[src/rtl/panel_pkg.sv]
// Shared definitions for the front-panel input conditioner: channel indices,
// drink selection encodings and the selection state type.
package panel_pkg;

  typedef enum logic [2:0] {
    CH_M1         = 3'd0,
    CH_M2         = 3'd1,
    CH_CANCEL     = 3'd2,
    CH_EXPRESO    = 3'd3,
    CH_CAFE_LECHE = 3'd4,
    CH_CAPPU      = 3'd5,
    CH_MOCCA      = 3'd6
  } ch_e;

  localparam int NUM_CH = 7;

  localparam logic [3:0] SEL_EXPRESO    = 4'b0001;
  localparam logic [3:0] SEL_CAFE_LECHE = 4'b0010;
  localparam logic [3:0] SEL_CAPPU      = 4'b0100;
  localparam logic [3:0] SEL_MOCCA      = 4'b1000;

  typedef enum logic {
    SEL_IDLE = 1'b0,
    SEL_HELD = 1'b1
  } sel_state_e;

  // Several drinks debounced in the same cycle: the lowest bit wins.
  function automatic logic [3:0] drink_priority(input logic [3:0] ev);
    logic [3:0] pick;
    pick = '0;
    if (ev[0])      pick = SEL_EXPRESO;
    else if (ev[1]) pick = SEL_CAFE_LECHE;
    else if (ev[2]) pick = SEL_CAPPU;
    else if (ev[3]) pick = SEL_MOCCA;
    return pick;
  endfunction

endpackage

[src/rtl/panel_input_conditioner_debounce.sv]
// One panel input: 2-flop synchronizer, polarity normalization, stability
// counter and a registered rising-edge event on the debounced level.
module debounce_channel
  import panel_pkg::*;
#(
  parameter int DEBOUNCE_CYCLES = 50000,
  parameter bit INVERT          = 1'b0
) (
  input  logic clk,
  input  logic rst,
  input  logic raw,
  output logic evt,
  output logic evt_next
);

  localparam int CW = (DEBOUNCE_CYCLES > 1) ? $clog2(DEBOUNCE_CYCLES) : 1;
  localparam logic [CW-1:0] TC = CW'(DEBOUNCE_CYCLES - 1);

  logic [1:0]    sync;
  logic          lvl;
  logic          stable;
  logic          stable_d;
  logic [CW-1:0] cnt;

  // Synchronizer resets to the released raw level so leaving reset with an
  // idle input never starts a spurious debounce.
  always_ff @(posedge clk or negedge rst) begin
    if (!rst) sync <= {2{INVERT}};
    else      sync <= {sync[0], raw};
  end

  assign lvl = sync[1] ^ INVERT;

  always_ff @(posedge clk or negedge rst) begin
    if (!rst) begin
      stable <= 1'b0;
      cnt    <= '0;
    end else if (lvl == stable) begin
      cnt    <= '0;
    end else if (cnt == TC) begin
      stable <= lvl;
      cnt    <= '0;
    end else begin
      cnt    <= cnt + 1'b1;
    end
  end

  assign evt_next = stable & ~stable_d;

  always_ff @(posedge clk or negedge rst) begin
    if (!rst) begin
      stable_d <= 1'b0;
      evt      <= 1'b0;
    end else begin
      stable_d <= stable;
      evt      <= evt_next;
    end
  end

endmodule

[src/rtl/panel_input_conditioner.sv]
// Front-panel conditioner: debounced coin/cancel pulses and a held one-hot
// drink selection handed to the coffee FSM.
//   state    | meaning
//   SEL_IDLE | no pending drink, sel = 0, sel_valid = 0
//   SEL_HELD | one drink latched in sel, waiting for sel_ack or cancel
module panel_input_conditioner
  import panel_pkg::*;
#(
  parameter int DEBOUNCE_CYCLES = 50000,
  parameter int BTN_ACTIVE_LOW  = 1
) (
  input  logic       clk,
  input  logic       rst,
  input  logic       M1,
  input  logic       M2,
  input  logic       cancel,
  input  logic       expreso,
  input  logic       cafe_leche,
  input  logic       cappu,
  input  logic       mocca,
  input  logic       sel_ack,
  output logic       coin1_pulse,
  output logic       coin2_pulse,
  output logic       cancel_pulse,
  output logic [3:0] sel,
  output logic       sel_valid
);

  logic [NUM_CH-1:0] raw;
  logic [NUM_CH-1:0] evt;
  logic [NUM_CH-1:0] evt_next;

  assign raw[CH_M1]         = M1;
  assign raw[CH_M2]         = M2;
  assign raw[CH_CANCEL]     = cancel;
  assign raw[CH_EXPRESO]    = expreso;
  assign raw[CH_CAFE_LECHE] = cafe_leche;
  assign raw[CH_CAPPU]      = cappu;
  assign raw[CH_MOCCA]      = mocca;

  for (genvar i = 0; i < NUM_CH; i++) begin : g_ch
    debounce_channel #(
      .DEBOUNCE_CYCLES(DEBOUNCE_CYCLES),
      .INVERT((i >= int'(CH_EXPRESO)) && (BTN_ACTIVE_LOW != 0))
    ) u_ch (
      .clk      (clk),
      .rst      (rst),
      .raw      (raw[i]),
      .evt      (evt[i]),
      .evt_next (evt_next[i])
    );
  end

  logic unused_evt;
  assign unused_evt = ^{evt[CH_MOCCA], evt[CH_CAPPU], evt[CH_CAFE_LECHE],
                        evt[CH_EXPRESO], evt_next[CH_M2], evt_next[CH_M1]};

  // The FSM reacts to the event's next value so sel changes on the same edge
  // that the corresponding event register asserts.
  logic [3:0] drink_ev;
  logic       cancel_ev;

  assign drink_ev  = {evt_next[CH_MOCCA], evt_next[CH_CAPPU],
                      evt_next[CH_CAFE_LECHE], evt_next[CH_EXPRESO]};
  assign cancel_ev = evt_next[CH_CANCEL];

  sel_state_e state, state_nxt;
  logic [3:0] sel_q, sel_nxt;

  always_ff @(posedge clk or negedge rst) begin
    if (!rst) begin
      state <= SEL_IDLE;
      sel_q <= '0;
    end else begin
      state <= state_nxt;
      sel_q <= sel_nxt;
    end
  end

  always_comb begin
    state_nxt = state;
    sel_nxt   = sel_q;
    case (state)
      SEL_IDLE: begin
        if (!cancel_ev && (|drink_ev)) begin
          state_nxt = SEL_HELD;
          sel_nxt   = drink_priority(drink_ev);
        end
      end
      SEL_HELD: begin
        if (sel_ack || cancel_ev) begin
          state_nxt = SEL_IDLE;
          sel_nxt   = '0;
        end
      end
      default: begin
        state_nxt = SEL_IDLE;
        sel_nxt   = '0;
      end
    endcase
  end

  always_comb begin
    coin1_pulse  = evt[CH_M1];
    coin2_pulse  = evt[CH_M2];
    cancel_pulse = evt[CH_CANCEL];
    sel          = sel_q;
    sel_valid    = (state == SEL_HELD);
  end

endmodule
[config.mk]
export PLATFORM = sky130hd
export DESIGN_NAME = panel_input_conditioner
export DESIGN_NICKNAME = d
export VERILOG_FILES = /design/src/rtl/panel_pkg.sv /design/src/rtl/panel_input_conditioner_debounce.sv /design/src/rtl/panel_input_conditioner.sv
export SDC_FILE = /design/constraint.sdc
export NUM_CORES = 1
export LEC_CHECK = 0
export ABC_AREA = 1
export CORE_MARGIN = 4
export CORE_UTILIZATION = 56
export CTS_CLUSTER_SIZE = 10
export DETAILED_ROUTE_END_ITERATION = 10
export HOLD_SLACK_MARGIN = 0.15
export PLACE_DENSITY = 0.78
export SYNTH_ARGS = -nofsm -noshare
export SYNTH_HDL_FRONTEND = slang
export SYNTH_SLANG_ARGS = --single-unit
[constraint.sdc]
create_clock -name clk -period 1.45 [get_ports clk]
set_clock_uncertainty 0.15 [all_clocks]
set_input_delay 0.2175 -clock clk [delete_from_list [all_inputs] [get_ports clk]]
set_output_delay 0.2175 -clock clk [all_outputs]
set_load 0.01 [all_outputs]
==> results of run 1 <==
state kept, by name, summed over array words and instances, names as in the netlist:
| register | flops |
|---|---|
| g_ch.u_ch.stable | 7 |
| g_ch.u_ch.cnt | 112 |
| sel | 4 |
| g_ch.u_ch.evt | 3 |
| g_ch.u_ch.sync | 14 |
| sel_valid | 1 |
| g_ch.u_ch.stable_d | 7 |
worst register-to-register path: cells and delay by family, from the launching register on:
family | cells | cell delay, ns
fa+ha+maj | 1 | 0.18
simple gates | 5 | 0.68
flops | 1 | 0.40
routing by layer:
metal  GRT usage, %  part of all wire [%]  vias up
li1               -                     -     3158
met5              0                     0        -
met4           8.17                   3.6        0
met2           40.7                    53      314
met3           5.81                   5.9       76
met1           28.9                    38     3297
placed cells by master, fill, tap and decap left out, drive strengths merged:
cell type and n:
nand2 197, clkdlybuf4s50 8, clkinvlp 2, ha 7
a31oi 7, xnor2 20, dfrtp 140, nor2 244
clkbuf 27, nor3b 6, a21oi 15, xor2 35
o21bai 9, dfstp 8, dlygate4sd3 8, a21o 2
clkinv 4, nand3 89, clkdlybuf4s15 3, nand3b 2
or2 1, nor3 10, buf 75, nand4 15
inv 105, bufinv 4, o21ai 13
power by group through the flow:
stage               logic, mW  clock network, mW  registers [mW]
floorplan               0.142                  0            4.33
global placement        0.383                  0            4.32
detailed placement      0.396                  0            4.33
CTS                     0.432               4.70            4.26
global route            0.567               4.91            4.30
finish                  0.511               4.66            4.29
per-stage QoR:
stage               utilization [%]  total power, mW
finish                         77.5             9.46
floorplan                         -             4.47
global route                   77.5             9.77
detailed placement             64.9             4.72
global placement               64.9             4.71
CTS                            71.7             9.40
path summary, 6_finish.rpt:
| check | from | endpoint | slack (ns) | cells past startpoint |
|---|---|---|---|---|
| worst max-delay path | g_ch[5].u_ch.cnt[0] | g_ch[5].u_ch.cnt[8] | -0.07 | 6 |
| worst min-delay path | rst | g_ch[5].u_ch.cnt[10] | 0.11 | 2 |
| worst max register to register | g_ch[5].u_ch.cnt[0] | g_ch[5].u_ch.cnt[8] | -0.07 | 6 |
| worst min register to register | g_ch[2].u_ch.sync[0] | g_ch[2].u_ch.sync[1] | 0.20 | 0 |
| max in group asynchronous | rst | g_ch[1].u_ch.cnt[3] | 0.48 | 3 |
| min in group clk | g_ch[2].u_ch.sync[0] | g_ch[2].u_ch.sync[1] | 0.20 | 0 |
cells by family after synthesis:
kind of cell	Yosys count
flip-flops	148
AO/OA/AOI/OAI	46
AND/OR/NAND/NOR	564
XOR/XNOR	55
adder cells (fa/ha/maj)	7
buffers and inverters	106
final cells by class:
cell class,instances,share of cell area [%]
inverter,106,4.08
timing repair buffer,99,8.51
sequential,148,37.7
tap,172,2.17
clock inverter,9,1.53
multi-input combinational,672,41.2
clock buffer,22,4.79
what timing repair did:
| item | CTS | global route |
|---|---|---|
| hold endpoints to repair | 155 | 21 |
| buffers inserted | 1 | 15 |
| gates resized for setup | 48 | 187 |
| pin swaps | 6 | 59 |
| setup endpoints to repair | 87 | 112 |
==> flow_summary.rst, run 1 <==
.. list-table::
   :header-rows: 1

   * - Metric
     - Value
   * - Result of the run
     - finished, violations left
   * - Failing checks
     - negative setup slack
   * - Headroom to the max-slew limit
     - 73.4%
   * - Capturing element type of the critical path
     - flip-flop
   * - Most prevalent standard cell on the critical path
     - sky130_fd_sc_hd__nand2_4
   * - Critical path type
     - reg2reg
   * - Transition at the pin with the smallest max-transition slack
     - between 0.3 and 0.4 ns
   * - Max-cap violations
     - 0
   * - Clk buf depth
     - 2
   * - Critical Path Start Type
     - flip-flop
   * - Worst slack on hold paths
     - 0.113 ns
   * - Core Footprint
     - approximately 0.013 mm^2
   * - Proportion of layout cells with a drive suffix above 1
     - approximately 28%
   * - Internal Power
     - 7.44 mW
   * - Number of cells in the design after placement
     - between 1k and 1.5k
   * - CTS tree
     - done
   * - Antenna Violating Nets Remaining
     - 0
   * - Switching power
     - 2.03 mW
   * - Top FF cell, synth
     - sky130_fd_sc_hd__dfrtp_1
   * - All-layer global routing usage
     - between 20% and 30%
   * - Worst Slack Setup Final
     - -0.0705 ns
   * - Area of placed instances
     - 0.00829 mm^2
   * - Highest cell delay on the worst timing path
     - 0.40 ns
   * - Post-synthesis cell area
     - 0.00741 mm^2
   * - Floorplan die height
     - 123 um
   * - Cells traversed along the worst timing path
     - ha_4 > nand3_4 > nor3_4 > nand2_4 > nand2_4 > nor2_1
   * - Detailed-route wire length
     - 19,100 um
   * - Worst setup slack before clock tree synthesis
     - -0.101 ns
   * - Diodes inserted
     - 0
   * - Gr ovfl total
     - 0
   * - Pin count of the biggest net entering global routing
     - 39
   * - Starting density of the core
     - around three fifths
   * - Flip-flop and latch area
     - around 0.0037 mm^2
   * - DR WL/cell
     - about 16 um
   * - Later-pin clock latency in the skew report
     - about 0.43 ns
   * - Number of buffer and inverter stages on the critical path
     - 0
   * - Share of total power in sequential cells
     - 45.3%
   * - Leakage power
     - 4.69 nW
   * - CTS H-tree depth
     - 4
   * - Main combinational cell family by area after synthesis
     - simple AND/OR/NAND/NOR gates
   * - Share of async-settable or async-resettable flops after synthesis
     - 100%
   * - Last weighted congestion value of the routability-driven placer
     - 0.903
   * - Clock-pin slew on the worst setup and hold paths
     - 0.06 ns
   * - Slew Limit Fails
     - 0
   * - Number of sinks on the clock net
     - 148
   * - Share of the synthesized area in the top cell type
     - 47.2%
   * - Number of register bits inferred by synthesis
     - 148
   * - Kind of cell with the highest combined delay on the critical path
     - simple AND/OR/NAND/NOR gates
   * - Mean cell area of the mapped netlist
     - 8.01 um^2
   * - CTS buffer count
     - 17
   * - Detailed Routing Iterations Pass 1
     - 7
   * - Count of mapped cells out of synthesis
     - approximately 930
   * - Minimum period implied by the final worst setup slack
     - between 1.5 and 2 ns
   * - Number of non-filler instances in the completed layout
     - 1,228
   * - Sequential element share of the synthesized area
     - 50.1%
   * - Die outline area
     - 0.0151 mm^2
   * - Leading cell types by count after synthesis
     - sky130_fd_sc_hd__nor2_1, sky130_fd_sc_hd__nand2_1, sky130_fd_sc_hd__dfrtp_1, sky130_fd_sc_hd__inv_1, sky130_fd_sc_hd__nand3_1
   * - Worst VDD drop
     - 0.816 mV
   * - Placed wire-length estimate after detailed placement
     - 10,900 um
   * - Post-Synth Adder-Cell Area
     - 1.18%
   * - Overall die width
     - 123 um
   * - Top area cells in the synthesized netlist
     - sky130_fd_sc_hd__dfrtp_1, sky130_fd_sc_hd__nor2_1, sky130_fd_sc_hd__nand2_1, sky130_fd_sc_hd__nand3_1, sky130_fd_sc_hd__inv_1
   * - Final setup TNS
     - -0.855 ns
   * - Layout-stage area growth over the synthesis result
     - 33.6%
   * - Fill count
     - 760
   * - Final net count
     - 1,061
   * - Vias per std cell
     - approximately 5.6
   * - Maximum fanout count along the critical path
     - 7
   * - Synthesized netlist net count
     - 943
   * - Post-synthesis xor/xnor area fraction
     - about 7%
   * - Clock Root Buffer
     - sky130_fd_sc_hd__clkbuf_16
   * - Data arrival, critical path
     - 1.69 ns
   * - Synthesized-area fraction occupied by ao, oa, aoi and oai cells
     - between 3 and 4%
   * - Footprint of the multi-input gates
     - approximately 0.0041 mm^2
   * - Portion of netlist area occupied by mux cells
     - 0%
   * - Floorplan row count
     - 41
   * - Hold Buf Count CTS
     - 8
   * - Final setup violation count
     - 32
   * - Wire length of the first global-routing pass
     - 28,300 um
   * - Achievable Freq
     - 658 MHz
   * - Ys Warns
     - 0
   * - Post-synthesis simple-gate area fraction
     - 32.7%
   * - Final cycle utilization of the critical path
     - 105%
   * - Worst hold-check path type
     - in2async
   * - EDFF count, synth
     - 0
   * - Violation count after the first detailed-routing iteration
     - a little over 600
   * - Switching part of the total
     - between 20% and 30%
   * - Design Area, Final
     - approximately 0.0099 mm^2
   * - Crit-path slowest cell
     - sky130_fd_sc_hd__dfrtp_1
   * - Number of library cell types mapped by synthesis
     - 32
   * - Endpoints failing hold
     - 0
   * - DR vias
     - 6,845
   * - Vias in the first global route
     - between 6k and 7k
   * - Comb power frac
     - 5.4%
   * - Port buffer count
     - 17
   * - Most numerous cell in the Yosys netlist
     - sky130_fd_sc_hd__nor2_1
   * - DRC violation count after routing
     - 0
   * - Unrepaired setup endpoints after global routing
     - yes
   * - Number of antenna violations at the first check in global routing
     - 0
   * - Pwr/cell area
     - between 900 and 1000 mW/mm^2
   * - Biggest area consumer among synthesized cells
     - sky130_fd_sc_hd__dfrtp_1
   * - Relative contribution of the clock network to total power
     - 49.3%
   * - Top Ports
     - 18
   * - Required arrival time at the worst endpoint
     - 1.62 ns
(Power assumes the default switching activity.)
==> run 2: changes to the inputs <==
--- a/config.mk
+++ b/config.mk
@@ -12,6 +12,7 @@
 export DETAILED_ROUTE_END_ITERATION = 10
 export HOLD_SLACK_MARGIN = 0.15
 export PLACE_DENSITY = 0.78
+export SKIP_LAST_GASP = 1
 export SYNTH_ARGS = -nofsm -noshare
 export SYNTH_HDL_FRONTEND = slang
 export SYNTH_SLANG_ARGS = --single-unit
==> run 2 against run 1 <==
The run still ends with negative setup slack left. Sequential power about the same. Die area is the same. Sequential share of layout area increased by 0.12 points. Final area down 0.32%. Flip-flop and latch count unchanged. Maximum frequency is essentially flat. Clock power is essentially flat. Hold slack lost 0.0036 ns. Critical endpoint unchanged. Largest cell class unchanged.
==> flow_summary.rst, run 2 (synthesis results as in run 1) <==
.. list-table::
   :header-rows: 1

   * - Metric
     - Value
   * - Number of buffer and inverter stages on the critical path
     - 0 (unchanged)
   * - Most prevalent standard cell on the critical path
     - sky130_fd_sc_hd__nand2_4 (unchanged)
   * - Core Footprint
     - 0.0128 mm^2 (unchanged)
   * - Pwr/cell area
     - 958 mW/mm^2 (was 955 mW/mm^2)
   * - DR WL/cell
     - 15.2 um (was 15.5 um)
   * - Worst VDD drop
     - 0.810 mV (was 0.816 mV)
   * - Floorplan die height
     - 123 um (unchanged)
   * - Result of the run
     - finished, violations left (unchanged)
   * - Leakage power
     - 4.64 nW (was 4.69 nW)
   * - All-layer global routing usage
     - 23.5% (about the same)
   * - Failing checks
     - negative setup slack (unchanged)
   * - DRC violation count after routing
     - 0 (unchanged)
   * - Proportion of layout cells with a drive suffix above 1
     - 28.6% (was 28.4%)
   * - Minimum period implied by the final worst setup slack
     - 1.52 ns (about the same)
   * - DR vias
     - 6,722 (was 6,845)
   * - Top Ports
     - 18 (unchanged)
   * - Registers with the highest flip-flop counts
     - g_ch.u_ch.cnt x112, g_ch.u_ch.sync x14 (unchanged)
   * - Setup slack on the worst flop-to-flop path
     - -0.07 ns (about the same)
   * - Violation count after the first detailed-routing iteration
     - 567 (was 616)
   * - Port buffer count
     - 17 (unchanged)
   * - Commonest cells after routing, fill and taps aside
     - sky130_fd_sc_hd__nor2_1, sky130_fd_sc_hd__nand2_1, sky130_fd_sc_hd__dfrtp_1 (unchanged)
   * - Highest cell delay on the worst timing path
     - 0.40 ns (about the same)
   * - Detailed-route wire length
     - 18,700 um (was 19,100 um)
   * - Antenna Violating Nets Remaining
     - 0 (unchanged)
   * - Cells traversed along the worst timing path
     - ha_4 > nand3_4 > nor3_4 > nand2_4 > nand2_4 > nor2_1 (unchanged)
   * - Worst setup slack before clock tree synthesis
     - -0.101 ns (unchanged)
   * - Layout-stage area growth over the synthesis result
     - 33.2% (was 33.6%)
   * - Max-cap violations
     - 0 (unchanged)
   * - Final net count
     - 1,061 (unchanged)
   * - Most flop-heavy register
     - g_ch.u_ch.cnt (unchanged)
   * - Required arrival time at the worst endpoint
     - 1.62 ns (about the same)
   * - Headroom to the max-slew limit
     - 71.7% (was 73.4%)
   * - CTS buffer count
     - 17 (unchanged)
   * - Data arrival, critical path
     - 1.69 ns (about the same)
   * - Later-pin clock latency in the skew report
     - 0.43 ns (about the same)
   * - Unrepaired setup endpoints after global routing
     - yes (unchanged)
   * - Max reg flops
     - 112 (unchanged)
   * - Starting density of the core
     - 58.0% (unchanged)
   * - Number of antenna violations at the first check in global routing
     - 0 (unchanged)
   * - Endpoints failing hold
     - 0 (unchanged)
   * - CTS tree
     - done (unchanged)
   * - Final cycle utilization of the critical path
     - 105% (about the same)
   * - Pin count of the biggest net entering global routing
     - 39 (unchanged)
   * - Beginning of the worst register-to-register path
     - g_ch[5].u_ch.cnt[0] (unchanged)
   * - Worst hold-check path type
     - in2async (unchanged)
   * - Last weighted congestion value of the routability-driven placer
     - 0.903 (unchanged)
   * - CTS H-tree depth
     - 4 (unchanged)
   * - Critical Path Start Type
     - flip-flop (unchanged)
   * - Vias in the first global route
     - 6,324 (was 6,341)
   * - Crit-path slowest cell
     - sky130_fd_sc_hd__dfrtp_1 (unchanged)
   * - Wire length of the first global-routing pass
     - 28,200 um (was 28,300 um)
   * - Critical path type
     - reg2reg (unchanged)
   * - Sum of internal, switching and leakage power
     - 9.46 mW (about the same)
   * - Floorplan row count
     - 41 (unchanged)
   * - Maximum fanout count along the critical path
     - 7 (unchanged)
   * - Die outline area
     - 0.0151 mm^2 (unchanged)
   * - Clk buf depth
     - 2 (unchanged)
   * - Kind of cell with the highest combined delay on the critical path
     - simple AND/OR/NAND/NOR gates (unchanged)
   * - Hold Buf Count CTS
     - 8 (unchanged)
   * - Overall die width
     - 123 um (unchanged)
   * - Capturing element type of the critical path
     - flip-flop (unchanged)
   * - Clock Root Buffer
     - sky130_fd_sc_hd__clkbuf_16 (unchanged)
   * - Clock-pin slew on the worst setup and hold paths
     - 0.06 ns (about the same)
   * - Gr ovfl total
     - 0 (unchanged)
   * - Diodes inserted
     - 0 (unchanged)
   * - Achievable Freq
     - 657 MHz (was 658 MHz)
   * - Length in cells of the worst reg-to-reg path
     - 6 (unchanged)
   * - Vias per std cell
     - 5.47 (was 5.57)
   * - Placed wire-length estimate after detailed placement
     - 10,900 um (unchanged)
   * - Number of sinks on the clock net
     - 148 (unchanged)
   * - Slew Limit Fails
     - 0 (unchanged)
   * - Worst Slack Setup Final
     - -0.0711 ns (was -0.0705 ns)
   * - Most frequent standard cell in the layout excluding fill and tap cells
     - sky130_fd_sc_hd__nor2_1 (unchanged)
   * - Layout Utilization
     - 77.3% (was 77.5%)
   * - Reg-to-Reg End
     - g_ch[5].u_ch.cnt[8] (unchanged)
   * - Detailed Routing Iterations Pass 1
     - 5 (was 7)
   * - Transition at the pin with the smallest max-transition slack
     - 0.425 ns (was 0.398 ns)
   * - Final setup violation count
     - 27 (was 32)
-- run 2: stage by stage --
| stage | cell area [um^2] | setup TNS, ns | hold WS, ns | cells |
|---|---|---|---|---|
| after floorplan | 7410 | 0 | -0.228 | 926 |
| after global placement | 8290 | -0.446 | 0.00564 | 1173 |
| after detailed placement | 8290 | -3.57 | 0.00416 | 1173 |
| after CTS | 9130 | -0.101 | 0.128 | 1213 |
| after global routing | 9870 | -5.34 | 0.135 | 1228 |
| final | 9870 | -0.634 | 0.110 | 1228 |
-- run 2: layer usage --
metal	up-vias	global-route usage [%]	part of all wire (%)
met5	-	0	0
met4	0	8.65	4.0
met3	80	5.95	5.1
met2	246	40.1	51
met1	3238	29.0	39
li1	3158	-	-
-- run 2: repair_timing --
item                                   4_1_cts  5_1_grt
resized for setup                           44      187
pin swaps                                    6       55
setup endpoints to repair                   87      114
gates cloned                                 0        0
buffers inserted                             1       15
endpoints found under the hold margin      155       24
-- run 2: where the power goes --
group	internal, mW	switching, mW	total [mW]
Clock	3.00	1.67	4.66
Sequential	4.21	0.0778	4.29
Combinational	0.230	0.280	0.510
-- run 2: final cells by class --
type | count | area, um^2
well taps | 172 | 215
repair buffers | 99 | 847
fillers | 768 | 2900
flip-flops and latches | 148 | 3730
clock inverters | 9 | 151
inverters | 106 | 404
clock buffers | 22 | 474
multi-input cells | 672 | 4050
-- run 2: worst max-delay path by stage --
stage                   startpoint                   to  slack (ns)  depth (start not counted)
2_1_floorplan  g_ch[2].u_ch.cnt[0]  g_ch[2].u_ch.cnt[8]        0.02                          6
3_3_place_gp   g_ch[0].u_ch.cnt[0]  g_ch[0].u_ch.cnt[8]       -0.04                          6
6_report       g_ch[5].u_ch.cnt[0]  g_ch[5].u_ch.cnt[8]       -0.07                          6
4_1_cts           g_ch[2].u_ch.evt         cancel_pulse       -0.04                          1
3_5_place_dp   g_ch[2].u_ch.cnt[1]  g_ch[2].u_ch.cnt[6]       -0.10                          6
5_1_grt        g_ch[3].u_ch.cnt[2]  g_ch[3].u_ch.cnt[9]       -0.14                          6
